### config.mk
export PLATFORM = sky130hd
export DESIGN_NAME = wb_port_arbiter
export DESIGN_NICKNAME = d
export VERILOG_FILES = /design/src/rtl/wb_port_arbiter_pkg.sv /design/src/rtl/mux2.sv /design/src/rtl/wb_port_arbiter_rr_arb2.sv /design/src/rtl/wb_port_arbiter.sv
export SDC_FILE = /design/constraint.sdc
export NUM_CORES = 1
export LEC_CHECK = 0
export ABC_AREA = 1
export BUFFER_PORTS_ARGS = -buffer_cell sky130_fd_sc_hd__buf_2
export CAP_MARGIN = 30
export CORE_ASPECT_RATIO = 1.75
export CORE_UTILIZATION = 31
export CTS_CLUSTER_SIZE = 8
export DETAILED_ROUTE_END_ITERATION = 7
export PLACE_DENSITY_LB_ADDON = 0.12
export SLEW_MARGIN = 15
export SYNTH_ARGS = -nofsm -noshare
export SYNTH_HDL_FRONTEND = slang
export SYNTH_HIERARCHICAL = 1
export SYNTH_SLANG_ARGS = --single-unit
### constraint.sdc
create_clock -name clk -period 2.4 [get_ports clk]
set_input_delay 0.24 -clock clk [delete_from_list [all_inputs] [get_ports clk]]
set_output_delay 0.24 -clock clk [all_outputs]
set_load 0.05 [all_outputs]
### src/rtl/wb_port_arbiter_pkg.sv
// Shared constants for the writeback port arbiter: default widths, the
// hard-wired zero register and the requester identities.
package wb_port_arbiter_pkg;

  localparam int WB_DATA_W = 32;
  localparam int WB_ADDR_W = 5;
  localparam int REG_ZERO  = 0;

  typedef enum logic {
    REQ_ALU  = 1'b0,
    REQ_LOAD = 1'b1
  } req_id_t;

endpackage

### src/rtl/mux2.sv
// Generic 2:1 mux; pure combinational, no latency, no flow control.
module mux2 #(
  parameter int W = 32
) (
  input  logic [W-1:0] d0,
  input  logic [W-1:0] d1,
  input  logic         sel,
  output logic [W-1:0] y
);

  assign y = sel ? d1 : d0;

endmodule

### src/rtl/wb_port_arbiter_rr_arb2.sv
// Two-way round-robin grant with its priority flop; grants are combinational,
// none is issued while can_accept is low, and priority moves only on a grant.
module rr_arb2
  import wb_port_arbiter_pkg::*;
#(
  parameter int PRIO_RESET = 0
) (
  input  logic clk,
  input  logic rst_n,
  input  logic valid0,
  input  logic valid1,
  input  logic can_accept,
  output logic grant0,
  output logic grant1
);

  localparam req_id_t PRIO_INIT = (PRIO_RESET != 0) ? REQ_LOAD : REQ_ALU;

  req_id_t prio;

  always_comb begin
    grant0 = can_accept & valid0 & (~valid1 | (prio == REQ_ALU));
    grant1 = can_accept & valid1 & (~valid0 | (prio == REQ_LOAD));
  end

  // A grant is always an accept, so the loser of this cycle goes first next time.
  always_ff @(posedge clk or negedge rst_n) begin
    if (!rst_n) begin
      prio <= PRIO_INIT;
    end else if (grant0) begin
      prio <= REQ_LOAD;
    end else if (grant1) begin
      prio <= REQ_ALU;
    end
  end

endmodule

### src/rtl/wb_port_arbiter.sv
// Arbitrates ALU and load writebacks onto the register-file write port; 1-cycle
// accept-to-wr_en latency; readies drop while a held write is not consumed.
module wb_port_arbiter
  import wb_port_arbiter_pkg::*;
#(
  parameter int DATA_W     = WB_DATA_W,
  parameter int ADDR_W     = WB_ADDR_W,
  parameter int PRIO_RESET = 0
) (
  input  logic              clk,
  input  logic              rst_n,
  input  logic              req0_valid,
  input  logic [ADDR_W-1:0] req0_addr,
  input  logic [DATA_W-1:0] req0_data,
  output logic              req0_ready,
  input  logic              req1_valid,
  input  logic [ADDR_W-1:0] req1_addr,
  input  logic [DATA_W-1:0] req1_data,
  output logic              req1_ready,
  output logic              wr_en,
  output logic [ADDR_W-1:0] wr_addr,
  output logic [DATA_W-1:0] wr_data,
  input  logic              wr_ready,
  output logic              zero_drop
);

  logic              can_accept;
  logic              grant0;
  logic              grant1;
  logic              accept;
  logic              to_zero;
  logic [ADDR_W-1:0] sel_addr;
  logic [DATA_W-1:0] sel_data;

  // Accepting while the held write drains keeps the port busy every cycle.
  assign can_accept = ~wr_en | wr_ready;

  rr_arb2 #(
    .PRIO_RESET(PRIO_RESET)
  ) u_arb (
    .clk       (clk),
    .rst_n     (rst_n),
    .valid0    (req0_valid),
    .valid1    (req1_valid),
    .can_accept(can_accept),
    .grant0    (grant0),
    .grant1    (grant1)
  );

  mux2 #(.W(ADDR_W)) u_addr_mux (.d0(req0_addr), .d1(req1_addr), .sel(grant1), .y(sel_addr));
  mux2 #(.W(DATA_W)) u_data_mux (.d0(req0_data), .d1(req1_data), .sel(grant1), .y(sel_data));

  assign req0_ready = rst_n & grant0;
  assign req1_ready = rst_n & grant1;
  assign accept     = grant0 | grant1;
  assign to_zero    = (sel_addr == ADDR_W'(REG_ZERO));

  // Writes to the zero register are consumed but never reach the port.
  always_ff @(posedge clk or negedge rst_n) begin
    if (!rst_n) begin
      wr_en     <= 1'b0;
      wr_addr   <= '0;
      wr_data   <= '0;
      zero_drop <= 1'b0;
    end else begin
      zero_drop <= accept & to_zero;
      if (accept && !to_zero) begin
        wr_en   <= 1'b1;
        wr_addr <= sel_addr;
        wr_data <= sel_data;
      end else if (wr_ready) begin
        wr_en <= 1'b0;
      end
    end
  end

endmodule

## Word level (Yosys, flattened, before mapping)

Index checks and enable logic that the tools add are counted.

| word-level totals | value |
|---|---|
| flip-flop bits (word level) | 40 |
| bits of input ports | 79 |
| logic and storage cells | 31 |

| cells by class | value |
|---|---|
| muxes and demuxes | 6 |
| bitwise gates (word level) | 15 |
| reductions and logical operators | 5 |

Operators with widths:

| operator | count |
|---|---|
| $mux 32 | 1 |
| $and 1x1->1 | 7 |
| $logic_not 5->1 | 1 |
| $mux 5 | 1 |
| $mux 1 | 4 |
| $not 1->1 | 4 |
| $or 1x1->1 | 4 |
| $reduce_bool 2->1 | 2 |
| $logic_and 1x1->1 | 1 |
| $logic_not 1->1 | 1 |

## Depth between registers and ports, before layout

| depth | value |
|---|---|
| depth in word-level cells | 9 |
| mapped depth | 14 |
| gate-level depth less buffers | 12 |

## Hierarchy

The synthesis kept the hierarchy.

By module, submodules not included:

| module | instances | cells an instance | area an instance (um^2) | seq. area each (um^2) |
|---|---|---|---|---|
| wb_port_arbiter | 1 | 178 | 1,619.1 | 975.9 |
| mux2 at u_data_mux | 1 | 104 | 491.7 | 0.0 |
| rr_arb2 | 1 | 11 | 63.8 | 25.0 |
| mux2 at u_addr_mux | 1 | 16 | 60.1 | 0.0 |

## Least setup slack after synthesis

OpenSTA, ideal clock, no wires.

| timing path | value |
|---|---|
| kind | reg-to-reg |
| start | register wr_en |
| end | register wr_data[10] |
| setup time | 0.119 ns |
| arrival | 2.057 ns |
| path slack | 0.224 ns |
| stages on the path, launching flop included | 13 |
| path through | dfrtp_1 -> nand2_1 -> nand2_1 -> a21oi_1 -> inv_2 -> nand2_1 -> nand2_1 -> nor2_2 -> nand3_2 -> buf_6 -> buf_6 -> nand3_1 -> nand2_1 |

| between the ends | value |
|---|---|
| cells in the longest elaborated chain, start to end | 8 |
| elaborated cells between the ends (all ways) | 12 |

Ends and longest elaborated chain:

| what | line | RTL |
|---|---|---|
| from (decl) | wb_port_arbiter.sv:20 | `output logic wr_en,` |
| from (signal assigned) | wb_port_arbiter.sv:61 | `wr_en <= 1'b0;` |
| from (signal assigned) | wb_port_arbiter.sv:68 | `wr_en <= 1'b1;` |
| from (signal assigned) | wb_port_arbiter.sv:72 | `wr_en <= 1'b0;` |
| $not 1->1 | wb_port_arbiter.sv:36 | `assign can_accept = ~wr_en \| wr_ready;` |
| $or 1x1->1 | wb_port_arbiter.sv:36 |  |
| net can_accept | wb_port_arbiter.sv:27 | `logic can_accept;` |
| $and 1x1->1 (2 in a row) | wb_port_arbiter_rr_arb2.sv:23 | `grant1 = can_accept & valid1 & (~valid0 \| (prio == REQ_LOAD));` |
| net grant1 | wb_port_arbiter.sv:29 | `logic grant1;` |
| $mux 5 | mux2.sv:11 | `assign y = sel ? d1 : d0;` |
| net sel_addr[4] | wb_port_arbiter.sv:32 | `logic [ADDR_W-1:0] sel_addr;` |
| $logic_not 5->1 | wb_port_arbiter.sv:56 | `assign to_zero = (sel_addr == ADDR_W'(REG_ZERO));` |
| $logic_not 1->1 | wb_port_arbiter.sv:67 | `if (accept && !to_zero) begin` |
| $logic_and 1x1->1 | wb_port_arbiter.sv:67 |  |
| to (signal assigned) | wb_port_arbiter.sv:70 | `wr_data <= sel_data;` |
| to (decl) | wb_port_arbiter.sv:22 | `output logic [DATA_W-1:0] wr_data,` |

The timed path passes the listed nets, and every way through them passes these cells.
A chain may end at the register's enable or synchronous reset.

## Worst setup path in the final report

| timing path | value |
|---|---|
| start | register wr_en |
| end | register wr_data[21] |

The elaborated chain is that of the path after synthesis.

==> reports/results.txt <==
F_max - 507 MHz
Worst path top cell family by delay - simple AND/OR/NAND/NOR gates
WP buf/inv - 2
Initial antenna violation count - 0
Initial core utilization - 0.324
DRT Wirelength - 6240 um
Main combinational cell family by area after synthesis - simple AND/OR/NAND/NOR gates
Crit path cell chain - nand2_1, nand2_1, a21oi_4, buf_4, nand2_1, nand2_1, nor2_2, nand3_2, nand2_2, buf_12, nand2_1, nand2_1
Clk_skew - 0.00584 ns
Synth top area cells - dfrtp_1, nand2_1, nand3_1
Post-CTS Resized - 0
Area Growth Syn to Fin - 32.0%
Register area share after synthesis - 0.448
GRT Total Usage - 0.174
Global route overflow - 0
Most frequent CP cell - nand2_1
CP max FO - 21
Max-cap check violation count - 0
Area leader, netlist - dfrtp_1
Dominant synthesized flop cell - dfrtp_1
Top-count cell post-synth - nand2_1
Synthesized area - 2230 um^2
Num CTS Buffers - 5
Slowest cell on crit path - dfrtp_1
Largest net degree at the start of global routing - 41
Number of clock sinks - 40
Vias per cell - 4.45
Outcome - finished, final reports clean
Final Power - 3.30 mW
Synth Area in XOR/XNOR - 0
Setup violators final - 0
Vias - 2257
Mux share of post-synthesis cell area - 0
Synth Warn # - 6
Antenna Nets Post-Route - 0
RSZ-0062 raised after global routing - false
Per-cell routed wire length - 12.3 um
Post-CTS setup buffer count - 0
Startpoint Class - flop
P per Cell Area - 1120 nW/um^2
CORE AREA - 6910 um^2
Synth Area in Adders - 0
Placer Congestion - 0.757
Static leakage - 1.83 nW
Setup crit end kind - flop
Rows - 40
Die H - 114 um
Share of synthesized registers carrying an async set or reset - 1.00
Critical path class - flop to flop
Cell count after synthesis - 309
Avg Inst Size Synth - 7.23 um^2
IO Pins - 120
CTS tree - done
Clock Pin Slew Worst Setup and Hold Paths - 0.06 ns
CTS max path bufs - 2
First-pass GRT wire length - 9890 um
Max-slew violation count - 0
Die width - 66.2 um
Die area - 7570 um^2
TNS Setup - 0 ns
Worst skew pair latency - 0.28 ns
Required time worst endpoint - 2.57 ns
Final Hold Viols - 0
Final min period - 1.97 ns
Htree depth - 2
Final nets - 501
DR DRC count - 0
Share of cells above drive strength 1 - 0.352
Max incr delay on CP - 0.37 ns
Worst-margin pin slew - 0.512 ns
Simple-gate area share of the yosys netlist - 0.434
Distinct cells, synth - 16
Synth top area share - 0.448
Worst Path Arrival - 2.14 ns
EDFF count, synth - 0
Period utilisation layout - 0.821
Commonest cells in the netlist - nand2_1, dfrtp_1, nand3_1, nand2_2, buf_6
Setup WS post-layout - 0.429 ns
Worst slew margin - 0.659
Hold crit path type - input port to async pin
Synth Register Bits - 40
Clock Tree Root - clkbuf_16
Iter 0 DRT Violations - 105
Post-DP HPWL - 4580 um
Pre-CTS setup slack - 0.418 ns
Vias in the first global route - 2247
Max VDD drop - 0.345 mV
Pre-antenna DRT Iters - 4
Compound-gate portion of the synthesized area - 0.00448
Syn nets - 388
Buffers on Ports - 119
# hold bufs at CTS - 0
Inserted Diodes - 0
[flip-flops by register name, summed over array words and instances (netlist names)]
signal / count
wr_data: 32
wr_addr: 5
u_arb/prio: 1
wr_en: 1
zero_drop: 1
[area by class of cell]
cell class | instances | area, um^2
timing repair buffer | 125 | 653
inverter | 11 | 48.8
sequential | 40 | 1000
clock buffer | 6 | 139
clock inverter | 2 | 10.0
multi-input combinational | 239 | 992
fill | 746 | 3960
tap | 84 | 105
[metal layers]
metal,track usage,vias to the layer above,part of all wire
met4,0.0610,0,0.018
met3,0.0239,9,0.041
met2,0.345,64,0.55
met1,0.175,1017,0.39
li1,-,1167,-
met5,0,-,0
[path summary, 6_finish.rpt]
path | start | endpoint | slack [ns] | depth (start not counted)
worst max-delay path | wr_en$_DFFE_PN0P_ | wr_data[21]$_DFFE_PN0P_ | 0.43 | 12
worst min-delay path | rst_n | wr_data[0]$_DFFE_PN0P_ | 0.14 | 2
worst max register to register | wr_en$_DFFE_PN0P_ | wr_data[21]$_DFFE_PN0P_ | 0.43 | 12
worst min register to register | wr_data[10]$_DFFE_PN0P_ | wr_data[10]$_DFFE_PN0P_ | 0.46 | 2
max in group asynchronous | rst_n | wr_data[23]$_DFFE_PN0P_ | 1.91 | 2
min in group clk | wr_ready | wr_en$_DFFE_PN0P_ | 0.24 | 4
[layout by cell type (no fill, tap or decap)]
cell type	count
nand2_1	187
buf_2	119
dfrtp_1	40
nand3_1	36
nand2_2	11
inv_1	9
clkbuf_16	5
buf_4	5
clkinv_2	2
nor2_1	1
nor2_2	1
nand3_2	1
a21oi_1	1
clkbuf_8	1
buf_12	1
inv_2	1
a21oi_4	1
inv_8	1
[metrics by stage]
step | area, um^2 | utilization | std cells | hold WS [ns]
floorplan | 2230 | - | 309 | -0.0556
global placement | 2800 | 0.405 | 499 | 0.450
detailed placement | 2800 | 0.405 | 499 | 0.453
CTS | 2950 | 0.427 | 507 | 0.171
global route | 2950 | 0.427 | 507 | 0.191
finish | 2950 | 0.427 | 507 | 0.136
[report_power, final]
part / switching, mW / leakage [nW] / total [mW] / internal [mW]
registers: 0.113 / 0.494 / 1.01 / 0.894
logic: 1.26 / 1.26 / 1.63 / 0.377
clock network: 0.254 / 0.0766 / 0.663 / 0.409
[logic make-up after synthesis]
| group | Yosys count |
|---|---|
| simple gates | 237 |
| flops | 40 |
| buf+inv | 30 |
| compound gates | 2 |
No activity file was read; power rests on OpenSTA's default activity.
